### config.mk
export PLATFORM = sky130hd
export DESIGN_NAME = me_job_scheduler
export DESIGN_NICKNAME = d
export VERILOG_FILES = /design/src/rtl/me_sched_pkg.sv /design/src/rtl/rr_arbiter.sv /design/src/rtl/me_job_scheduler.sv
export SDC_FILE = /design/constraint.sdc
export NUM_CORES = 1
export LEC_CHECK = 0
export BUFFER_PORTS_ARGS = -buffer_cell sky130_fd_sc_hd__buf_4
export CAP_MARGIN = 20
export CORE_MARGIN = 10
export CORE_UTILIZATION = 46
export DETAILED_ROUTE_END_ITERATION = 10
export HOLD_SLACK_MARGIN = 0.1
export PLACE_DENSITY = 0.71
export SLEW_MARGIN = 20
export SYNTH_ARGS = -nofsm -noshare
export SYNTH_HDL_FRONTEND = slang
export SYNTH_SLANG_ARGS = --single-unit
### constraint.sdc
create_clock -name clock -period 5.5 [get_ports clock]
set_input_delay 0.825 -clock clock [delete_from_list [all_inputs] [get_ports clock]]
set_output_delay 0.825 -clock clock [all_outputs]
set_load 0.1 [all_outputs]
### src/rtl/me_sched_pkg.sv
// Shared types and helpers for the motion-estimation job scheduler.
//   sched_state_e  : scheduler FSM states
//   DIST_NOMATCH   : BestDist value the core reports when no block matched
//   RUN_CYCLES_DEF : default core run window (one full sequential SAD search)
//   sign_mv()      : raw two's-complement motion vector -> signed value
package me_sched_pkg;

   typedef enum logic [2:0] {
      StIdle,
      StLoad,
      StRun,
      StSettle,
      StCapture,
      StResp
   } sched_state_e;

   localparam logic [7:0]  DIST_NOMATCH   = 8'hFF;
   localparam int unsigned RUN_CYCLES_DEF = 4112;
   localparam int unsigned MV_MAX_W       = 8;

   // Interpret the low w bits of raw as two's complement: raw >= 2^(w-1) maps to raw - 2^w.
   function automatic logic signed [MV_MAX_W-1:0] sign_mv(input logic [MV_MAX_W-1:0] raw,
                                                          input int unsigned          w);
      int v;
      v = int'(raw);
      if (v >= (1 << (w - 1))) begin
         v = v - (1 << w);
      end
      return v[MV_MAX_W-1:0];
   endfunction

endpackage

### src/rtl/rr_arbiter.sv
// Combinational round-robin arbiter. The search starts at ptr and wraps; the first set
// request wins. The pointer register is owned by the parent.
//   req : request vector
//   ptr : index with highest priority this cycle
//   gnt : one-hot winner (all zero when no request)
//   id  : index of the winner (zero when no request)
module rr_arbiter #(
   parameter int unsigned NUM_REQ = 4,
   parameter int unsigned ID_W    = $clog2(NUM_REQ)
) (
   input  logic [NUM_REQ-1:0] req,
   input  logic [ID_W-1:0]    ptr,
   output logic [NUM_REQ-1:0] gnt,
   output logic [ID_W-1:0]    id
);

   logic [ID_W-1:0] idx;
   logic            found;

   always_comb begin
      gnt   = '0;
      id    = '0;
      idx   = '0;
      found = 1'b0;
      for (int i = 0; i < NUM_REQ; i++) begin
         idx = ID_W'((32'(ptr) + 32'(i)) % NUM_REQ);
         if (!found && req[idx]) begin
            found    = 1'b1;
            gnt[idx] = 1'b1;
            id       = idx;
         end
      end
   end

endmodule

### src/rtl/me_job_scheduler.sv
// Shares one motion-estimation core among NUM_REQ requesters. A round-robin winner gets
// the memory-load path (grant/mem_sel), then the core start level is held for RUN_CYCLES,
// the result is captured after one settle cycle and returned with the requester id.
//   clock, reset          : clock and asynchronous active-high reset
//   req, load_done        : per-requester level request / end-of-load pulse
//   grant, mem_sel        : one-hot load grant (LOAD only), memory mux select
//   core_start            : core start level (RUN only)
//   core_BestDist/motionX/motionY : raw core results
//   rsp_*                 : valid/ready response with id, distance, signed vectors, flags
//   busy                  : scheduler not idle
module me_job_scheduler
   import me_sched_pkg::*;
#(
   parameter int unsigned NUM_REQ    = 4,
   parameter int unsigned RUN_CYCLES = RUN_CYCLES_DEF,
   parameter int unsigned DIST_W     = 8,
   parameter int unsigned MV_W       = 4,
   parameter int unsigned ID_W       = $clog2(NUM_REQ)
) (
   input  logic                     clock,
   input  logic                     reset,
   input  logic [NUM_REQ-1:0]       req,
   input  logic [NUM_REQ-1:0]       load_done,
   output logic [NUM_REQ-1:0]       grant,
   output logic [ID_W-1:0]          mem_sel,
   output logic                     core_start,
   input  logic [DIST_W-1:0]        core_BestDist,
   input  logic [MV_W-1:0]          core_motionX,
   input  logic [MV_W-1:0]          core_motionY,
   output logic                     rsp_valid,
   input  logic                     rsp_ready,
   output logic [ID_W-1:0]          rsp_id,
   output logic [DIST_W-1:0]        rsp_dist,
   output logic signed [MV_W-1:0]   rsp_mx,
   output logic signed [MV_W-1:0]   rsp_my,
   output logic                     rsp_nomatch,
   output logic                     rsp_perfect,
   output logic                     busy
);

   localparam logic [12:0] RunLast = 13'(RUN_CYCLES - 1);

   sched_state_e         state_q, state_d;
   logic [NUM_REQ-1:0]   gnt_q, gnt_d;
   logic [ID_W-1:0]      id_q, id_d;
   logic [ID_W-1:0]      ptr_q, ptr_d;
   logic [12:0]          cnt_q, cnt_d;
   logic                 cap_en;

   logic [NUM_REQ-1:0]   arb_gnt;
   logic [ID_W-1:0]      arb_id;
   logic signed [MV_MAX_W-1:0] mx_full, my_full;

   rr_arbiter #(
      .NUM_REQ (NUM_REQ),
      .ID_W    (ID_W)
   ) u_arb (
      .req (req),
      .ptr (ptr_q),
      .gnt (arb_gnt),
      .id  (arb_id)
   );

   assign mx_full = sign_mv(MV_MAX_W'(core_motionX), MV_W);
   assign my_full = sign_mv(MV_MAX_W'(core_motionY), MV_W);

   always_comb begin
      state_d    = state_q;
      gnt_d      = gnt_q;
      id_d       = id_q;
      ptr_d      = ptr_q;
      cnt_d      = cnt_q;
      cap_en     = 1'b0;
      grant      = '0;
      core_start = 1'b0;
      rsp_valid  = 1'b0;
      busy       = (state_q != StIdle);
      unique case (state_q)
         StIdle: begin
            if (|req) begin
               state_d = StLoad;
               gnt_d   = arb_gnt;
               id_d    = arb_id;
               // Pointer moves past the winner now, so an aborted load still yields priority.
               ptr_d   = ID_W'((32'(arb_id) + 32'd1) % NUM_REQ);
            end
         end
         StLoad: begin
            grant = gnt_q;
            if (|(load_done & gnt_q)) begin
               state_d = StRun;
            end else if (!(|(req & gnt_q))) begin
               state_d = StIdle;
            end
         end
         StRun: begin
            core_start = 1'b1;
            if (cnt_q == RunLast) begin
               cnt_d   = '0;
               state_d = StSettle;
            end else begin
               cnt_d = cnt_q + 13'd1;
            end
         end
         StSettle: begin
            state_d = StCapture;
         end
         StCapture: begin
            cap_en  = 1'b1;
            state_d = StResp;
         end
         StResp: begin
            rsp_valid = 1'b1;
            if (rsp_ready) begin
               state_d = StIdle;
            end
         end
         default: begin
            state_d = StIdle;
         end
      endcase
   end

   always_ff @(posedge clock or posedge reset) begin
      if (reset) begin
         state_q     <= StIdle;
         gnt_q       <= '0;
         id_q        <= '0;
         ptr_q       <= '0;
         cnt_q       <= '0;
         rsp_id      <= '0;
         rsp_dist    <= '0;
         rsp_mx      <= '0;
         rsp_my      <= '0;
         rsp_nomatch <= 1'b0;
         rsp_perfect <= 1'b0;
      end else begin
         state_q <= state_d;
         gnt_q   <= gnt_d;
         id_q    <= id_d;
         ptr_q   <= ptr_d;
         cnt_q   <= cnt_d;
         if (cap_en) begin
            rsp_id      <= id_q;
            rsp_dist    <= core_BestDist;
            rsp_mx      <= mx_full[MV_W-1:0];
            rsp_my      <= my_full[MV_W-1:0];
            rsp_nomatch <= &core_BestDist;
            rsp_perfect <= (core_BestDist == '0);
         end
      end
   end

   assign mem_sel = id_q;

endmodule

==> results.cfg <==
[outcome]
outcome = finished, final reports clean

[placement]
place_ws_ps = 2790
port_buffers = 55
dpl.hpwl_um = 3870
post_dp_cell_area_sq_um = 2810
gp_congestion = 0.789

[clock_tree]
htreeDepth = 2
tritoncts = built
post-cts-setup-buffer-count = 0
clockBufferDepth = 2
cts-resized-gates = 0
root_buffer = clkbuf_8
holdBufCountCts = 0
clk_pin_slew_ps = 70
clk_latency_ps = 280
numCtsBuffers = 5
cts_sinks = 44

[logic_synthesis]
synth_top_area_cell = dfrtp_1
synth.distinct_cells = 45
synthFlopType = dfrtp_1
synth_area_leaders = dfrtp_1 47%, mux2_2 9.2%, mux4_2 3.9%
synthCells = 217
avgSynthCellArea_sq_um = 10.7
syn_nets = 250
synth_edf_count = 0
yosysTopAreaCellShare_pct = 47.4
netlist_area_sq_um = 2320
synthArstFlopShare_pct = 100
synth_seq_area_share_pct = 47.4
synth.ff_latch_count = 44
yosysWarnings = 0

[die]
die_area_sq_um = 8290
die_y_um = 91.1
die_x_um = 91.1
ios = 56
std_cell_rows = 25
core_area_sq_um = 4820
initial_utilization_pct = 48.2

[timing]
fin_skew_ps = 3.59
maxSlewHeadroom_pct = 44.6
final_hold_viol_count = 0
setup-violations-final = 0
fin_setup_tns_ps = 0
rsz0062_at_grt = no
period_share_pct = 49.6
drv_slew = 0
timing.fmax_mhz = 367
worst_slew_pin_slew_ps = 827
setup_ws_ps = 2770
final_period_minus_worst_setup_slack_ps = 2730

[cells_and_area]
final_core_util_pct = 60.2
fill_cells = 425
final_common_cell = buf_4
final_area_sq_um = 2900
antennaDiodeCount = 0
final_cell_mix = 57 x buf_4, 44 x dfrtp_1, 19 x mux2_2, 19 x nand2_1, 16 x nor2_1
post_route_cells_drive_above_1_share_pct = 33.9
nets = 306
syn_to_final_growth_pct = 24.8

[detailed_routing]
wire_per_inst_um = 14.8
drt-initial-drc-count = 129
drt_pass1_iterations = 5
viasPerCell = 5.29
final_antenna_net_count = 0
drc = 0
vias = 1804
wl_um = 5060

[min_path]
holdPathStages = 1
holdCritPathClass = flop to flop

[worst_setup_path]
start_kind = flop
path_cells = inv_1, ha_1, mux4_2, nor2b_1, o21ai_0, a211o_1, a31oi_1
reg2reg_depth = 7
path_max_fanout = 12
cp.arrival_ps = 2940
setup.worst_path.class = flop to flop
crit_slowest_cell = dfrtp_1
cp_slowest_stage_delay_ps = 650
cp.required_ps = 5710
endpoint_kind = flop

[global_route]
grt.overflow.total = 0
first_global_vias = 1796
grt.total_usage_pct = 12.0
grt_pass1_wl_um = 8310
antenna_found_initial = 0
grt_max_degree = 45

[run]
drv_cap = 0
## cells in the mapped netlist, types with 2 or more instances
cell,number
o21ai_0,7
a222oi_1,4
nor2b_1,4
nor3_1,3
mux2i_1,2
ha_1,6
and2_1,5
nor2_1,16
nand4_1,5
nand2_1,19
nand3_1,12
mux4_2,4
or3_1,3
mux2_2,19
inv_1,9
a22oi_1,3
nor3b_1,2
nor4_1,3
xor2_1,3
clkbuf_1,7
a31oi_1,5
a21oi_1,2
dfrtp_1,44
xnor2_1,7
nand3b_1,3
## kinds of logic after synthesis
kind of cell | count (synthesis) | synth area share (%)
XOR/XNOR | 10 | 3.77
multiplexers | 26 | 14.6
AO/OA/AOI/OAI | 31 | 9.53
adder cells (fa/ha/maj) | 6 | 3.23
AND/OR/NAND/NOR | 83 | 18.7
buffers and inverters | 17 | 2.80
flip-flops | 44 | 47.4
## per-layer routing
| metal | up-vias | wire length, um | global-route usage [%] |
|---|---|---|---|
| li1 | 892 | - | - |
| met1 | 864 | 2160 | 13.8 |
| met2 | 46 | 2460 | 19.0 |
| met3 | 2 | 418 | 5.60 |
| met4 | 0 | 28 | 4.57 |
| met5 | - | 0 | 0 |
## flip-flops by register name, summed over array words and instances, names as in the netlist
signal	flops
cnt_q	13
gnt_q	4
mem_sel	2
ptr_q	2
rsp_dist	8
rsp_id	2
rsp_mx	4
rsp_my	4
rsp_nomatch	1
rsp_perfect	1
state_q	3
## layout make-up
type                       instances  area (sq um)  area share [%]
sequential                        44          1100            38.0
multi-input combinational        156          1160            40.1
clock buffer                       8          90.1            3.11
tap                               67          83.8            2.89
inverter                           9          33.8            1.17
timing repair buffer              57           428            14.8
## worst paths after layout
path | from | end | slack (ps)
min reg2reg | cnt_q[10] | cnt_q[10] | 490
max in group asynchronous | reset | ptr_q[0] | 4470
max | ptr_q[0] | ptr_q[1] | 2770
max reg2reg | ptr_q[0] | ptr_q[1] | 2770
min in group asynchronous | reset | cnt_q[6] | 660
min | cnt_q[10] | cnt_q[10] | 490
## critical path: cells and delay by family, from the launching register on
kind	cells	cell delay (ps)
and+or+nand+nor	1	150
AOI/OAI and AO/OA	3	640
DFF	1	650
adders and majority gates	1	450
buffers and inverters	1	200
muxes	1	570
## through the flow
stage / hold WS (ps) / instances
global route: 517 / 341
floorplan: 451 / 217
CTS: 491 / 341
finish: 490 / 341
global placement: 477 / 333
detailed placement: 477 / 333
Power is not shown: default switching activity piles up to over one toggle a cycle in this logic, so the estimate is an artifact.
